[config.mk]
export PLATFORM = sky130hd
export DESIGN_NAME = tenkey_encoder
export DESIGN_NICKNAME = d
export VERILOG_FILES = /design/src/rtl/tenkey_pkg.sv /design/src/rtl/key_debounce.sv /design/src/rtl/tenkey_encoder.sv
export SDC_FILE = /design/constraint.sdc
export NUM_CORES = 1
export LEC_CHECK = 0
export CORE_MARGIN = 2
export CORE_UTILIZATION = 67
export CTS_BUF_LIST = sky130_fd_sc_hd__clkbuf_4
export CTS_CLUSTER_SIZE = 14
export DETAILED_ROUTE_END_ITERATION = 10
export DONT_BUFFER_PORTS = 1
export HOLD_SLACK_MARGIN = 0.03
export PLACE_DENSITY_LB_ADDON = 0.25
export SETUP_SLACK_MARGIN = 0.3
export SYNTH_ARGS = -nofsm -noshare
export SYNTH_HDL_FRONTEND = slang
export SYNTH_SLANG_ARGS = --single-unit
[constraint.sdc]
create_clock -name ck -period 4.2 [get_ports ck]
set_clock_uncertainty 0.2 [all_clocks]
set_input_delay 0.42 -clock ck [delete_from_list [all_inputs] [get_ports ck]]
set_output_delay 0.42 -clock ck [all_outputs]
set_load 0.05 [all_outputs]
[src/rtl/tenkey_pkg.sv]
// Shared definitions for the ten-key keypad front end.
// Holds the FSM state encoding, the key count and the pattern helper functions.
package tenkey_pkg;

  localparam int NKEYS = 10;
  // Widest debounced pattern: ten digit keys plus the optional close key.
  localparam int MAXW  = NKEYS + 1;

  typedef enum logic [1:0] {
    IDLE    = 2'd0,
    SETTLE  = 2'd1,
    PRESSED = 2'd2,
    RELEASE = 2'd3
  } state_t;

  // Binary index of the set bit in a one-hot digit pattern (0 when no bit is set).
  function automatic logic [3:0] onehot2dig(input logic [NKEYS-1:0] oh);
    logic [3:0] dig;
    dig = 4'd0;
    for (int i = 0; i < NKEYS; i++) begin
      dig = oh[i] ? 4'(i) : dig;
    end
    return dig;
  endfunction

  // True when exactly one bit of the pattern is set.
  function automatic logic is_onehot(input logic [MAXW-1:0] v);
    return (v != {MAXW{1'b0}}) && ((v & (v - {{(MAXW-1){1'b0}}, 1'b1})) == {MAXW{1'b0}});
  endfunction

endpackage

[src/rtl/key_debounce.sv]
// Two-flop synchroniser followed by a shared stability counter for a W-bit key pattern.
// The counter restarts on any change of the synchronised pattern and saturates at
// DEB_CYCLES; stable is high once the pattern has held for DEB_CYCLES cycles.
module key_debounce #(
  parameter int W          = 10,
  parameter int DEB_CYCLES = 4,
  parameter int CNT_W      = 8
) (
  input  logic         ck,
  input  logic         reset,
  input  logic [W-1:0] d,
  output logic [W-1:0] q,
  output logic         stable
);

  localparam logic [CNT_W-1:0] DEB_C = CNT_W'(DEB_CYCLES);

  logic [W-1:0]     meta_r;
  logic [W-1:0]     samp_r;
  logic [CNT_W-1:0] cnt_r;

  // Bring the asynchronous key levels into the ck domain.
  always_ff @(posedge ck or negedge reset) begin
    if (!reset) begin
      meta_r <= {W{1'b0}};
      samp_r <= {W{1'b0}};
    end else begin
      meta_r <= d;
      samp_r <= meta_r;
    end
  end

  // Count cycles the sampled pattern has held; clearing on the same edge the pattern
  // changes keeps stable from ever describing a stale pattern.
  always_ff @(posedge ck or negedge reset) begin
    if (!reset) begin
      cnt_r <= {CNT_W{1'b0}};
    end else if (meta_r != samp_r) begin
      cnt_r <= {CNT_W{1'b0}};
    end else if (cnt_r != DEB_C) begin
      cnt_r <= cnt_r + 1'b1;
    end else begin
      cnt_r <= cnt_r;
    end
  end

  assign q      = samp_r;
  assign stable = (cnt_r == DEB_C);

endmodule

[src/rtl/tenkey_encoder.sv]
// Keypad front end for the electronic lock: debounces keys 0-9 and emits one
// registered one-hot strobe per accepted single-key press, plus the digit code.
// Optional feature macro: TENKEY_CLOSE_EN adds a debounced close key with its own strobe.
module tenkey_encoder
  import tenkey_pkg::*;
#(
  parameter int DEB_CYCLES = 4,
  parameter int CNT_W      = 8
) (
  input  logic             ck,
  input  logic             reset,
  input  logic [NKEYS-1:0] key_raw,
`ifdef TENKEY_CLOSE_EN
  input  logic             close_raw,
  output logic             close,
`endif
  output logic [NKEYS-1:0] tenkey,
  output logic [3:0]       digit,
  output logic             valid,
  output logic             busy
);

`ifdef TENKEY_CLOSE_EN
  localparam int DW = NKEYS + 1;
`else
  localparam int DW = NKEYS;
`endif

  logic [DW-1:0]    raw_s;
  logic [DW-1:0]    samp_s;
  logic             stable_s;
  logic [NKEYS-1:0] key_s;
  logic             close_bit_s;
  logic             zero_s;
  logic             onehot_s;

  state_t           state_r;
  state_t           state_nxt_s;
  logic             accept_s;
  logic             accept_key_s;
  logic             accept_close_s;

  logic [NKEYS-1:0] tenkey_r;
  logic [3:0]       digit_r;
  logic             valid_r;
  logic             busy_r;

`ifdef TENKEY_CLOSE_EN
  logic             close_r;
  assign raw_s       = {close_raw, key_raw};
  assign close_bit_s = samp_s[NKEYS];
`else
  assign raw_s       = key_raw;
  assign close_bit_s = 1'b0;
`endif

  key_debounce #(
    .W          (DW),
    .DEB_CYCLES (DEB_CYCLES),
    .CNT_W      (CNT_W)
  ) u_deb (
    .ck     (ck),
    .reset  (reset),
    .d      (raw_s),
    .q      (samp_s),
    .stable (stable_s)
  );

  assign key_s    = samp_s[NKEYS-1:0];
  assign zero_s   = (samp_s == {DW{1'b0}});
  assign onehot_s = is_onehot(MAXW'(samp_s));

  // Next-state logic; accept_s marks the single SETTLE->PRESSED transition.
  always_comb begin
    state_nxt_s = state_r;
    accept_s    = 1'b0;
    case (state_r)
      IDLE: begin
        if (!zero_s) state_nxt_s = SETTLE;
        else         state_nxt_s = IDLE;
      end
      SETTLE: begin
        if (stable_s) begin
          if (zero_s) begin
            state_nxt_s = IDLE;
          end else if (onehot_s) begin
            state_nxt_s = PRESSED;
            accept_s    = 1'b1;
          end else begin
            state_nxt_s = RELEASE;
          end
        end else begin
          state_nxt_s = SETTLE;
        end
      end
      // Stability only drops here when the held pattern changes (extra key or release).
      PRESSED: begin
        if (!stable_s) state_nxt_s = RELEASE;
        else           state_nxt_s = PRESSED;
      end
      RELEASE: begin
        if (stable_s && zero_s) state_nxt_s = IDLE;
        else                    state_nxt_s = RELEASE;
      end
      default: begin
        state_nxt_s = IDLE;
      end
    endcase
    accept_key_s   = accept_s & ~close_bit_s;
    accept_close_s = accept_s & close_bit_s;
  end

  // FSM state register.
  always_ff @(posedge ck or negedge reset) begin
    if (!reset) state_r <= IDLE;
    else        state_r <= state_nxt_s;
  end

  // Registered strobes, held digit code and busy flag.
  always_ff @(posedge ck or negedge reset) begin
    if (!reset) begin
      tenkey_r <= {NKEYS{1'b0}};
      digit_r  <= 4'd0;
      valid_r  <= 1'b0;
      busy_r   <= 1'b0;
    end else begin
      tenkey_r <= accept_key_s ? key_s : {NKEYS{1'b0}};
      digit_r  <= accept_key_s ? onehot2dig(key_s) : digit_r;
      valid_r  <= accept_key_s;
      busy_r   <= (state_nxt_s != IDLE);
    end
  end

`ifdef TENKEY_CLOSE_EN
  // Close strobe, one cycle per accepted close press.
  always_ff @(posedge ck or negedge reset) begin
    if (!reset) close_r <= 1'b0;
    else        close_r <= accept_close_s;
  end
  assign close = close_r;
`endif

  assign tenkey = tenkey_r;
  assign digit  = digit_r;
  assign valid  = valid_r;
  assign busy   = busy_r;

endmodule

After elaboration in Yosys (flattened, before gate mapping)

Cells that the tools add are included.

Add/sub/neg operators: 2
Eq/ne operators: 6
Bitwise gates (word level): 1
Reduce and logical (&&, ||, !) cells: 8
Muxes and demuxes: 23

Operators with widths:

| cell                                               | count |
|---|---|
| 2-to-1 mux 8 bit                                   | 2 |
| 2-to-1 mux 3 bit                                   | 4 |
| bitwise AND 10 x 11 -> 11 bit                      | 1 |
| logical NOT 11 bit                                 | 1 |
| subtractor 10 x 1 -> 11 bit, second input constant | 1 |
| logical NOT 10 bit                                 | 1 |
| 2-to-1 mux 10 bit                                  | 1 |
| 2-to-1 mux 2 bit                                   | 5 |
| != test 10 bit                                     | 1 |
| nonzero test 10 bit                                | 1 |
| adder 8 x 1 -> 8 bit, second input constant        | 1 |
| == test 8 x 3 -> 1 bit, second input constant      | 1 |
| 2-to-1 mux 1 bit                                   | 8 |
| 2-to-1 mux 4 bit                                   | 2 |
| != test 8 x 3 -> 1 bit, second input constant      | 1 |
| case mux 2 bit (4 select lines)                    | 1 |
| == test 2 bit, second input constant               | 2 |
| nonzero test 2 bit                                 | 2 |
| == test 2 x 1 -> 1 bit, second input constant      | 1 |
| logical AND 1 bit                                  | 2 |
| logical NOT 2 bit                                  | 1 |

Input bits: 12
Output and inout port bits: 16
Register bits: 46

Logic depth before layout (Yosys ltp)

Gate-level depths: netlist of run 1.

Depth in word-level cells: 9
Depth in mapped cells: 8
Gate-level depth less buffers: 7

Modules after synthesis

A second synthesis of run 1 with hierarchy kept.

Cell total of the unflattened synthesis: 155
Area total of the unflattened synthesis: 1876.8 µm²

Modules (own cells, without submodules):

| module         | cells an instance | instances | area each (µm²) |
|---|---|---|---|
| key_debounce   | 77                | 1         | 1047.3 |
| tenkey_encoder | 78                | 1         | 829.5 |

Least setup slack after synthesis of run 1

No wires, ideal clock.

Kind: reg-to-reg
Start: register u_deb.cnt_r[0]
End: register digit_r[1], in the netlist digit[1]
Arrival time: 2025 ps
Data required time: 3875 ps
Cell stages (with the launch flop): 9
Slack: 1850 ps
Setup time: 125 ps
Cells stage by stage: dfrtp_1 inv_1 ha_1 nor4b_1 and3_1 buf_2 o2111ai_1 nor4_4 mux2_2

Longest elaborated chain between the ends: 3

RTL lines:

| item                   | RTL line              | source |
|---|---|---|
| start, declared        | key_debounce.sv:20    | `logic [CNT_W-1:0] cnt_r;` |
| start signal, assigned | key_debounce.sv:37    | `cnt_r <= {CNT_W{1'b0}};` |
| start signal, assigned | key_debounce.sv:39    | `cnt_r <= {CNT_W{1'b0}};` |
| start signal, assigned | key_debounce.sv:41    | `cnt_r <= cnt_r + 1'b1;` |
| == test 8 x 3 -> 1 bit | key_debounce.sv:48    | `assign stable = (cnt_r == DEB_C);` |
| 2-to-1 mux 1 bit       | tenkey_encoder.sv:83  | `if (stable_s) begin` |
| 2-to-1 mux 1 bit       | tenkey_encoder.sv:77  | `case (state_r)` |
| via accept_key_s       | tenkey_encoder.sv:40  | `logic accept_key_s;` |
| end signal, assigned   | tenkey_encoder.sv:128 | `digit_r <= accept_key_s ? onehot2dig(key_s) : digit_r;` |
| end, declared          | tenkey_encoder.sv:44  | `logic [3:0] digit_r;` |

The timed path passes the listed nets, and every way through them passes these cells.
A chain may end at the register's enable or synchronous reset.

Worst setup path in the final report of run 1

Start: register u_deb.cnt_r[0]
End: register digit_r[2], in the netlist digit[2]

The elaborated chain is that of the path after synthesis.

==> flow_metrics.tcl, run 1 <==
set metrics [dict create \
    status "finished clean" \
    cts-root-buf "clkbuf_4" \
    path_class "reg2reg" \
    slowest_stage "nor4_4" \
    rows 18 \
    nNetsFinal 176 \
    die_w_um 56.1 \
    tritoncts "yes" \
    die_h_um 56.1 \
    utilization_pct 80.6 \
    hold_slack_ps 198 \
    antennaDiodeCount 0 \
    synth.distinct_cells 31 \
    numPortBuffers 0 \
    drt-pass1-iter-count 4 \
    path_clk_slew_ps 120 \
    slowest_delay_ps 420 \
    path_cells "inv_1, ha_1, nor4b_1, and3_1, o2111ai_1, nor4_4, mux2_2" \
    grt_setup_unrepaired "no" \
    remaining_drc_errors 0 \
    grt_pass1_vias 1164 \
    postPlaceCellArea_mm2 0.00185 \
    gp_congestion 0.918 \
    hold_class "reg2reg" \
    startpoint_type "flop" \
    syn_nets 158 \
    tns_ps 0 \
    peakVddDrop_mv 0.361 \
    die-area_mm2 0.00314 \
    ios 28 \
    core_area_mm2 0.00252 \
    dpl.hpwl_um 2070 \
    clk_path_buf_depth 2 \
    ys_seq_elements 46 \
    routedWlPerCell_um 15.5 \
    finalHoldViolCount 0 \
    relSlewSlack_pct 33.4 \
    synthCells 144 \
    synth_area_leaders "dfrtp_1 63%, xor2_1 4.8%, nor2_1 3.3%" \
    cp_max_fo 8 \
    layout-drive-gt1-share_pct 11.0 \
    finalCriticalPeriod_ps 2780 \
    antenna_found_initial 0 \
    start_util_pct 72.0 \
    cp_num_buf_inv 1 \
    syn-cell-area_mm2 0.00182 \
    synth.top_cell.area_share_pct 63.4 \
    synth_area_leader_cell "dfrtp_1" \
    h-tree-depth 2 \
    clock_latency_ps 350 \
    crit_path_end_kind "flop" \
    leakagePower_nw 0.885 \
    grt_pass1_wl_um 5330 \
    maxSlewViolCount 0 \
    arrival_ps 2820 \
    area_growth_pct 11.9 \
    final_cell_area_mm2 0.00203 \
    track_usage_pct 22.4 \
    grt-ovfl-total 0 \
    cts_made_buffers 5 \
    syn_avg_cell_area_um2 12.6 \
    maxCapViolations 0 \
    setup_viol_count_final 0 \
    synth.yosys.seq_area_share_pct 63.4 \
    required_ps 4240 \
    vias_per_cell 5.89 \
    period_share_pct 66.2 \
    max_slew.worst_pin.slew_ps 990 \
    grt_max_degree 47 \
    finalWirelength_um 3000 \
    num_vias 1136 \
    clock_sinks 46 \
    max_clock_freq_ghz 0.360 \
    cp_top_family "simple AND/OR/NAND/NOR gates" \
    ys_warn_count 0 \
    drt-initial-drc-count 55 \
    powerDensity_mw_per_mm2 342 \
    ant_nets 0 \
]
-- registers in the layout (all words and copies together), names as in the netlist --
signal	flops
busy	1
digit	4
state_r	2
tenkey	10
u_deb.cnt_r	8
u_deb.meta_r	10
u_deb.q	10
valid	1
-- cell usage in the layout, fill, tap and decap left out, types with 2 or more instances in the layout --
cell type | netlist | final
nor3_1 | 3 | 3
xor2_1 | 10 | 10
nor4_4 | 2 | 2
inv_1 | 6 | 6
o21ai_0 | 3 | 3
nand4_1 | 2 | 2
nor4_1 | 5 | 5
mux2_2 | 5 | 5
dlygate4sd3_1 | 0 | 11
nand3_1 | 4 | 4
a21oi_1 | 4 | 4
nand2_1 | 6 | 6
dfrtp_1 | 46 | 46
maj3_2 | 2 | 2
o21bai_1 | 2 | 2
and2_1 | 8 | 8
ha_1 | 2 | 2
clkbuf_4 | 0 | 6
nor2_1 | 16 | 16
xnor2_1 | 5 | 5
-- synth_stat cells --
library cell,n
xnor2_1,5
maj3_1,1
o21ai_0,3
buf_2,1
or2_2,1
inv_1,6
mux2i_1,1
nor4_4,2
nand2_1,6
nor2b_1,1
dfrtp_1,46
nor4b_1,1
and3_1,1
o21bai_1,2
mux2_2,5
a221oi_1,1
maj3_2,2
nor3_1,3
ha_1,2
o41a_1,1
a211oi_1,1
nor4_1,5
a21oi_1,4
nor2_1,16
nand4_1,2
or3_1,1
and2_1,8
nand3_1,4
xor2_1,10
o2111ai_1,1
a41oi_1,1
-- per-stage QoR --
step	std cells	power, mW	worst slack (ps)
6_report	193	0.696	1420
5_1_grt	193	0.729	1290
2_1_floorplan	144	0.487	1850
3_5_place_dp	173	0.494	1510
4_1_cts	193	0.705	1480
3_3_place_gp	173	0.492	1650
-- where the power goes --
part | switching (mW) | internal [mW]
registers | 0.0135 | 0.452
logic | 0.0198 | 0.0184
clock network | 0.122 | 0.0694
-- layer usage --
metal  share of wire [%]  routed length (um)  track usage, %
met2                  48                1450            34.8
met3                 6.1                 183            8.60
met4                 1.4                  43            7.48
met1                  44                1320            29.2
met5                   0                   0               0
-- layout make-up --
type                       instances  area [um^2]
sequential                        46         1150
inverter                           6         22.5
timing repair buffer              12          130
fill                             156          489
tap                               30         37.5
multi-input combinational         91          638
clock buffer                       6         45.0
clock inverter                     2         8.76
-- logic make-up after synthesis --
kind of cell / count (synthesis) / share of synthesized area, %
AO/OA/AOI/OAI: 14 / 5.23
AND/OR/NAND/NOR: 51 / 15.8
adder cells (fa/ha/maj): 5 / 3.17
flip-flops: 46 / 63.4
multiplexers: 6 / 3.65
buffers and inverters: 7 / 1.51
XOR/XNOR: 15 / 7.23
-- worst register-to-register path: stages, from the launching register on --
cell,delay [ps]
dfrtp_1,410
inv_1,100
ha_1,140
nor4b_1,270
and3_1,400
o2111ai_1,350
nor4_4,420
mux2_2,390
-- repair_timing --
action                    in CTS  in global routing
gates resized for setup        0                  0
buffers inserted               0                  0
hold endpoints to repair      56                  0
hold buffers                  12                  0
-- final timing paths --
path	startpoint	end	slack (ps)	cells past startpoint
min in group asynchronous	reset	u_deb.meta_r[1]	320	2
setup reg to reg	u_deb.cnt_r[0]	digit[2]	1420	7
hold / removal	u_deb.meta_r[9]	u_deb.q[9]	200	0
setup / recovery	u_deb.cnt_r[0]	digit[2]	1420	7
max in group asynchronous	reset	u_deb.meta_r[9]	3280	2
hold reg to reg	u_deb.meta_r[9]	u_deb.q[9]	200	0
No activity file was read; power rests on OpenSTA's default activity.
==> inputs of run 2 (changes only) <==
--- a/config.mk
+++ b/config.mk
@@ -6,7 +6,7 @@
 export NUM_CORES = 1
 export LEC_CHECK = 0
 export CORE_MARGIN = 2
-export CORE_UTILIZATION = 67
+export CORE_UTILIZATION = 58
 export CTS_BUF_LIST = sky130_fd_sc_hd__clkbuf_4
 export CTS_CLUSTER_SIZE = 14
 export DETAILED_ROUTE_END_ITERATION = 10
==> constraint.sdc (replaced) <==
create_clock -name ck -period 2.5 [get_ports ck]
set_clock_uncertainty 0.2 [all_clocks]
set_input_delay 0.25 -clock ck [delete_from_list [all_inputs] [get_ports ck]]
set_output_delay 0.25 -clock ck [all_outputs]
set_load 0.05 [all_outputs]
==> flow_metrics.tcl, run 2 (same netlist as run 1, synthesis figures left out) <==
set metrics [dict create \
    setup_viol_count_final 0 \
    maxSlewViolCount 0 \
    die_h_um 60.0 \
    drt-pass1-iter-count 4 \
    cp_max_fo 5 \
    hold_slack_ps 143 \
    arrival_ps 2350 \
    max_slew.worst_pin.slew_ps 481 \
    crit_path_end_kind "flop" \
    die_w_um 60.0 \
    slowest_delay_ps 440 \
    required_ps 2550 \
    layout-drive-gt1-share_pct 27.2 \
    relSlewSlack_pct 68.0 \
    peakVddDrop_mv 0.511 \
    remaining_drc_errors 0 \
    path_clk_slew_ps 120 \
    cts-root-buf "clkbuf_4" \
    path_class "reg2reg" \
    finalCriticalPeriod_ps 2300 \
    track_usage_pct 24.0 \
    grt-ovfl-total 0 \
    core_area_mm2 0.00303 \
    fillCellCount 199 \
    powerDensity_mw_per_mm2 524 \
    clk_path_buf_depth 2 \
    finalWirelength_um 3630 \
    layout_commonest_cell "dfrtp_1" \
    drt-initial-drc-count 67 \
    slowest_stage "dfrtp_1" \
    die-area_mm2 0.00360 \
    rows 20 \
    vias_per_cell 5.52 \
    area_growth_pct 24.9 \
    nNetsFinal 194 \
    most-common-layout-cells "43 x dfrtp_1, 16 x nor2_1, 16 x buf_4" \
    antenna_found_initial 0 \
    leakagePower_nw 0.986 \
    max_clock_freq_ghz 0.436 \
    hold_class "in2async" \
    num_vias 1236 \
    tritoncts "yes" \
    startpoint_type "flop" \
    routedWlPerCell_um 16.2 \
    tns_ps 0 \
    grt_pass1_vias 1286 \
    clock_latency_ps 350 \
    reg2reg_from "u_deb.q[2]" \
    dp_cells 194 \
    clock_sinks 46 \
    dpl.hpwl_um 2190 \
    path_cells "nor4_4, nand2_1, maj3_2, nor4_4, buf_6, mux2_4" \
    status "finished clean" \
    fin_cells 224 \
    gp_congestion 0.874 \
    grt_pass1_wl_um 6130 \
    ios 28 \
    ant_nets 0 \
    critical_path.startpoint "u_deb.q[2]" \
    period_share_pct 91.8 \
    finalHoldViolCount 0 \
    h-tree-depth 2 \
    grt_setup_unrepaired "yes" \
    grt_max_degree 47 \
    start_util_pct 60.0 \
    maxCapViolations 0 \
    numPortBuffers 0 \
    cts_made_buffers 5 \
    r2r_cells 6 \
    worst_path_most_repeated_cell "nor4_4" \
    power_mw 1.19 \
    antennaDiodeCount 0 \
]
## run 2: changes by cell type in the layout (fill, tap and decap cells not counted), sizes merged
cell | previous run | this run
buf | 1 | 19
clkbuf | 6 | 5
## run 2: final timing paths
check	slack, ps	endpoint
worst max-delay path	200	digit[3]
worst min-delay path	140	valid
worst max register to register	200	digit[3]
worst min register to register	200	u_deb.q[6]
max in group asynchronous	1730	u_deb.q[1]
min in group ck	200	u_deb.q[6]
## run 2: critical path: cells and delay by family, from the launching register on
| kind | cells | cell delay [ps] |
|---|---|---|
| fa+ha+maj | 1 | 340 |
| buf+inv | 1 | 160 |
| simple gates | 3 | 750 |
| mux | 1 | 300 |
| flops | 1 | 440 |
## run 2: metal layers
metal	up-vias	part of all wire (%)	track usage, %
met5	-	0	0
li1	569	-	-
met2	52	53	39.9
met4	0	1.9	7.62
met1	606	40	30.4
met3	9	5.4	6.49
## run 2: cell type report
type	instances	area (um^2)	area share (%)
clock buffer	5	37.5	1.65
inverter	6	22.5	0.992
sequential	46	1150	50.9
multi-input combinational	91	717	31.6
tap	44	55.1	2.43
clock inverter	2	10.0	0.441
timing repair buffer	30	273	12.0
## run 2: stage by stage
step | utilization, % | worst slack (ps) | area, um^2
after floorplan | - | 154 | 1820
after CTS | 73.6 | 233 | 2230
final | 75.0 | 204 | 2270
after detailed placement | 63.6 | 23.9 | 1930
after global placement | 63.6 | 111 | 1930
after global routing | 75.0 | 104 | 2270
## run 2: repair_timing
item,in CTS,in global routing
hold buffers,12,0
endpoints found under the setup margin,13,13
pin swaps,6,7
resized for setup,13,7
hold endpoints to repair,56,0
setup buffers,9,2
## run 2: power by group
part / internal, mW / switching [mW]
clock network: 0.101 / 0.220
logic: 0.0417 / 0.0441
registers: 0.761 / 0.0203
==> inputs of run 3 (changes only) <==
--- a/config.mk
+++ b/config.mk
@@ -5,8 +5,10 @@
 export SDC_FILE = /design/constraint.sdc
 export NUM_CORES = 1
 export LEC_CHECK = 0
+export CELL_PAD_IN_SITES_DETAIL_PLACEMENT = 0
+export CELL_PAD_IN_SITES_GLOBAL_PLACEMENT = 1
 export CORE_MARGIN = 2
-export CORE_UTILIZATION = 58
+export CORE_UTILIZATION = 47
 export CTS_BUF_LIST = sky130_fd_sc_hd__clkbuf_4
 export CTS_CLUSTER_SIZE = 14
 export DETAILED_ROUTE_END_ITERATION = 10
@@ -16,4 +18,5 @@
 export SETUP_SLACK_MARGIN = 0.3
 export SYNTH_ARGS = -nofsm -noshare
 export SYNTH_HDL_FRONTEND = slang
+export SYNTH_HIERARCHICAL = 1
 export SYNTH_SLANG_ARGS = --single-unit
==> flow_metrics.tcl, run 3 <==
set metrics [dict create \
    max_slew.worst_pin.slew_ps 497 \
    cp_num_buf_inv 2 \
    hold_class "in2async" \
    setup_viol_count_final 0 \
    tritoncts "yes" \
    clock_latency_ps 340 \
    area_growth_pct 21.7 \
    most-common-layout-cells "46 x dfrtp_1, 16 x buf_4, 13 x nor2_1" \
    h-tree-depth 2 \
    clk_path_buf_depth 2 \
    finalWirelength_um 3280 \
    gp_congestion 0.832 \
    drt-pass1-iter-count 4 \
    synth_area_leaders "dfrtp_1 61%, xor2_1 4.7%, and2_1 3.3%" \
    leakagePower_nw 1.04 \
    num_vias 1251 \
    die-area_mm2 0.00451 \
    start_util_pct 50.1 \
    cp_top_family "simple AND/OR/NAND/NOR gates" \
    peakVddDrop_mv 0.452 \
    setup_slack_ps 141 \
    period_share_pct 94.3 \
    synth_ff_type "dfrtp_1" \
    synth_compound_area_share_pct 7.73 \
    ant_nets 0 \
    clock_sinks 46 \
    cp.depth 10 \
    cts_made_buffers 5 \
    path_clk_slew_ps 130 \
    final_cell_area_mm2 0.00228 \
    synthAdderAreaFrac_pct 1.87 \
    pre_cts_slack_ps 65.0 \
    finalCriticalPeriod_ps 2360 \
    synth_edf_count 0 \
    rows 22 \
    maxSlewViolCount 0 \
    grt_pass1_vias 1251 \
    syn_nets 169 \
    syn_avg_cell_area_um2 12.1 \
    slowest_stage "dfrtp_1" \
    arrival_ps 2400 \
    finalHoldViolCount 0 \
    die_w_um 67.2 \
    ys_seq_elements 46 \
    grt_setup_unrepaired "yes" \
    layout-drive-gt1-share_pct 20.6 \
    ios 28 \
    yosys-top-cells-count "46 x dfrtp_1, 13 x nor2_1, 10 x and2_1, 10 x nand2_1, 10 x xor2_1" \
    worst_path_most_repeated_cell "nand2_2" \
    synth-async-reset-ratio_pct 100 \
    crit_path_end_kind "flop" \
    max_clock_freq_ghz 0.424 \
    drt-initial-drc-count 31 \
    power_mw 1.31 \
    startpoint_type "flop" \
    track_usage_pct 17.5 \
    synth_top_family_by_area "simple AND/OR/NAND/NOR gates" \
    ys_warn_count 6 \
    synth.top_cell.area_share_pct 61.3 \
    postPlaceCellArea_mm2 0.00201 \
    slowest_delay_ps 400 \
    fin_cells 237 \
    path_class "reg2reg" \
    synthCells 155 \
    maxCapViolations 0 \
    cts-root-buf "clkbuf_4" \
    antennaDiodeCount 0 \
    synth-simple-area-share_pct 18.7 \
    grt-ovfl-total 0 \
    synth_area_leader_cell "dfrtp_1" \
    dpl.hpwl_um 2210 \
    required_ps 2550 \
    dp_cells 211 \
    syn-cell-area_mm2 0.00188 \
    synthMuxAreaShare_pct 1.20 \
    antenna_found_initial 0 \
    synth-xor-area-share_pct 7.00 \
    powerDensity_mw_per_mm2 571 \
    relSlewSlack_pct 66.9 \
    nNetsFinal 202 \
    layout_commonest_cell "dfrtp_1" \
    die_h_um 67.2 \
    synth.yosys.seq_area_share_pct 61.3 \
    routedWlPerCell_um 13.8 \
    grt_pass1_wl_um 5750 \
    status "finished clean" \
    remaining_drc_errors 0 \
    path_cells "inv_1, ha_1, and4bb_2, nand2_2, inv_2, nand2_2, or2_4, a311oi_2, and3_4, mux2_4" \
    numPortBuffers 0 \
    r2r_cells 10 \
    yosysMostFrequentCell "dfrtp_1" \
    core_area_mm2 0.00374 \
    synth.distinct_cells 37 \
    grt_max_degree 47 \
    cp_max_fo 4 \
    vias_per_cell 5.28 \
    tns_ps 0 \
]
## run 3: layout make-up
type,instances,area [um^2]
multi-input combinational,101,711
inverter,6,22.5
clock buffer,6,45.0
fill,311,1460
sequential,46,1150
tap,48,60.1
timing repair buffer,28,258
clock inverter,2,37.5
## run 3: what timing repair did
item                                   4_1_cts  5_1_grt
setup buffers                                4        2
gates resized for setup                      2        1
hold buffers                                12        0
setup endpoints to repair                   14       16
endpoints found under the hold margin       56        0
## run 3: per-layer routing
layer / global-route usage [%] / routed length (um)
met1: 22.6 / 1490
met2: 28.2 / 1620
met3: 6.00 / 147
met4: 4.59 / 19
met5: 0 / 0
## run 3: worst paths after layout
check | start | endpoint | slack (ps)
setup / recovery | u_deb/cnt_r[0] | digit[2] | 140
hold / removal | reset | tenkey[9] | 190
setup reg to reg | u_deb/cnt_r[0] | digit[2] | 140
hold reg to reg | u_deb/meta_r[5] | u_deb/q[5] | 210
max in group asynchronous | reset | tenkey[3] | 1700
min in group ck | u_deb/meta_r[5] | u_deb/q[5] | 210
## run 3: power by group
part / total, mW / internal [mW] / switching (mW)
logic: 0.0805 / 0.0388 / 0.0418
registers: 0.780 / 0.760 / 0.0194
clock network: 0.446 / 0.222 / 0.224
total: 1.31 / 1.02 / 0.285
## run 3: logic make-up (layout without fill, tap and decap cells)
group	Yosys count	count (layout)
flops	46	46
xor+xnor	15	15
compound gates	21	21
mux	2	2
buf+inv	8	42
simple gates	60	60
fa+ha+maj	3	3
## run 3: stage by stage
stage | utilization (%) | hold slack (ps)
finish | 61.0 | 188
global route | 61.0 | 169
CTS | 60.5 | 190
detailed placement | 53.6 | -245
global placement | 53.6 | -245
floorplan | - | -246
==> RTL change (config.mk and constraints of run 1) <==
Add a define of `TENKEY_CLOSE_EN`.
--- a/src/rtl/tenkey_encoder.sv
+++ b/src/rtl/tenkey_encoder.sv
@@ -1,6 +1,8 @@
 // Keypad front end for the electronic lock: debounces keys 0-9 and emits one
 // registered one-hot strobe per accepted single-key press, plus the digit code.
 // Optional feature macro: TENKEY_CLOSE_EN adds a debounced close key with its own strobe.
+`define TENKEY_CLOSE_EN
+
 module tenkey_encoder
   import tenkey_pkg::*;
 #(
Ports: changed (added close and close_raw); port bits go from 28 to 30. No check against the original RTL was run, so the function may have changed too.
==> RTL change against run 1 <==
- synthesized cell count up 19%
- utilization down 5.5 points
- worst setup slack better by 460 ps
- via count up 10%
- global-route usage down 0.19 points
- final area up 10%
- area after synthesis up 13%
- sequential cell count up 3
- wire length up 13%
- power up 5.5%
- non-clock buffer count up 1
- critical path type unchanged
==> RTL change: results (changes against run 1) <==
* Outcome: finished, final reports clean (unchanged)
* # hold bufs at CTS at 13 (was 12)
* Post-CTS sizing at 0 (unchanged)
* Slew headroom at 67.4% (was 33.4%)
* First DRT Iteration DRCs at 70 (was 55)
* Synth area leaders: dfrtp_1 60%, xor2_1 5.5%, and2_1 2.1% (was dfrtp_1 63%, xor2_1 4.8%, nor2_1 3.3%)
* Layout cells sized above 1 at 9.29% (was 11.0%)
* Layout Nets at 197 (was 176)
* FF-to-FF path depth at 7 (unchanged)
* Synth top cells by count: 49 x dfrtp_1, 13 x xor2_1, 11 x nor2_1 (was 46 x dfrtp_1, 16 x nor2_1, 10 x xor2_1, 8 x and2_1)
* Cell Area, Placed at 2040 sq um (was 1850 sq um)
* Final weighted congestion in routability-driven placement at 0.883 (was 0.918)
* Mapped Cells at 171 (was 144)
* H-tree Lvls at 2 (unchanged)
* CP Max Fanout at 5 (was 8)
* Peak VDD IR at 0.272 mV (was 0.361 mV)
* First-pass GRT wire length at 5670 microns (was 5330 microns)
* Setup slack at placement at 1910 ps (was 1510 ps)
* Post-Syn Nets at 186 (was 158)
* Top cell type's share of synthesized area at 59.6% (was 63.4%)
* Synth Area in Compound Gates at 6.69% (was 5.23%)
* Global-route usage over all layers at 22.3% (was 22.4%)
* Leakage power total at 0.969 nW (was 0.885 nW)
* Pin count of the biggest net entering global routing at 50 (was 47)
* Vias in the first global route at 1168 (was 1164)
* Synth Area in XOR/XNOR at 6.39% (was 7.23%)
* DP Wirelength at 2230 microns (was 2070 microns)
* Seq/Total Area, Yosys at 59.6% (was 63.4%)
* Post-synthesis adder-cell area fraction at 1.22% (was 3.17%)
==> RTL change: critical path: stages (launching register included) <==
cell      delay [ps]
dfrtp_1          420
inv_1            100
ha_1             150
and4bb_2         240
and2_1           230
nand3_1          160
nor4b_4          380
mux2_4           330
==> RTL change: kinds of logic (layout without fill, tap and decap cells) <==
kind of cell,Yosys count,count (layout)
AO/OA/AOI/OAI,22,22
AND/OR/NAND/NOR,63,63
adder cells (fa/ha/maj),2,2
multiplexers,3,3
flip-flops,49,49
buffers and inverters,17,29
XOR/XNOR,15,15
==> RTL change: worst paths after layout <==
| kind | to | from | slack (ps) |
|---|---|---|---|
| min in group asynchronous | tenkey[2] | reset | 390 |
| min | u_deb.q[8] | u_deb.meta_r[8] | 210 |
| max reg2reg | digit[1] | u_deb.cnt_r[0] | 1880 |
| max | digit[1] | u_deb.cnt_r[0] | 1880 |
| max in group asynchronous | u_deb.q[4] | reset | 3220 |
| min reg2reg | u_deb.q[8] | u_deb.meta_r[8] | 210 |
==> RTL change: power by group <==
| part | switching [mW] | internal (mW) |
|---|---|---|
| registers | 0.0170 | 0.482 |
| clock network | 0.132 | 0.0607 |
| logic | 0.0202 | 0.0213 |
| total | 0.170 | 0.564 |
==> RTL change: per-layer routing <==
metal	global-route usage, %	vias to the layer above	part of all wire [%]
met5	0	-	0
met4	8.77	0	1.9
met3	5.90	9	5.7
met2	34.7	48	49
met1	29.6	594	43
li1	-	603	-
==> RTL change: area by class of cell <==
class	instances	area, sq um	area share, %
Clock inverter	3	12.5	0.559
Sequential cell	49	1230	54.8
Tap cell	33	41.3	1.85
Clock buffer	5	37.5	1.68
Inverter	8	30.0	1.34
Timing Repair Buffer	13	148	6.60
Multi-Input combinational cell	105	742	33.2
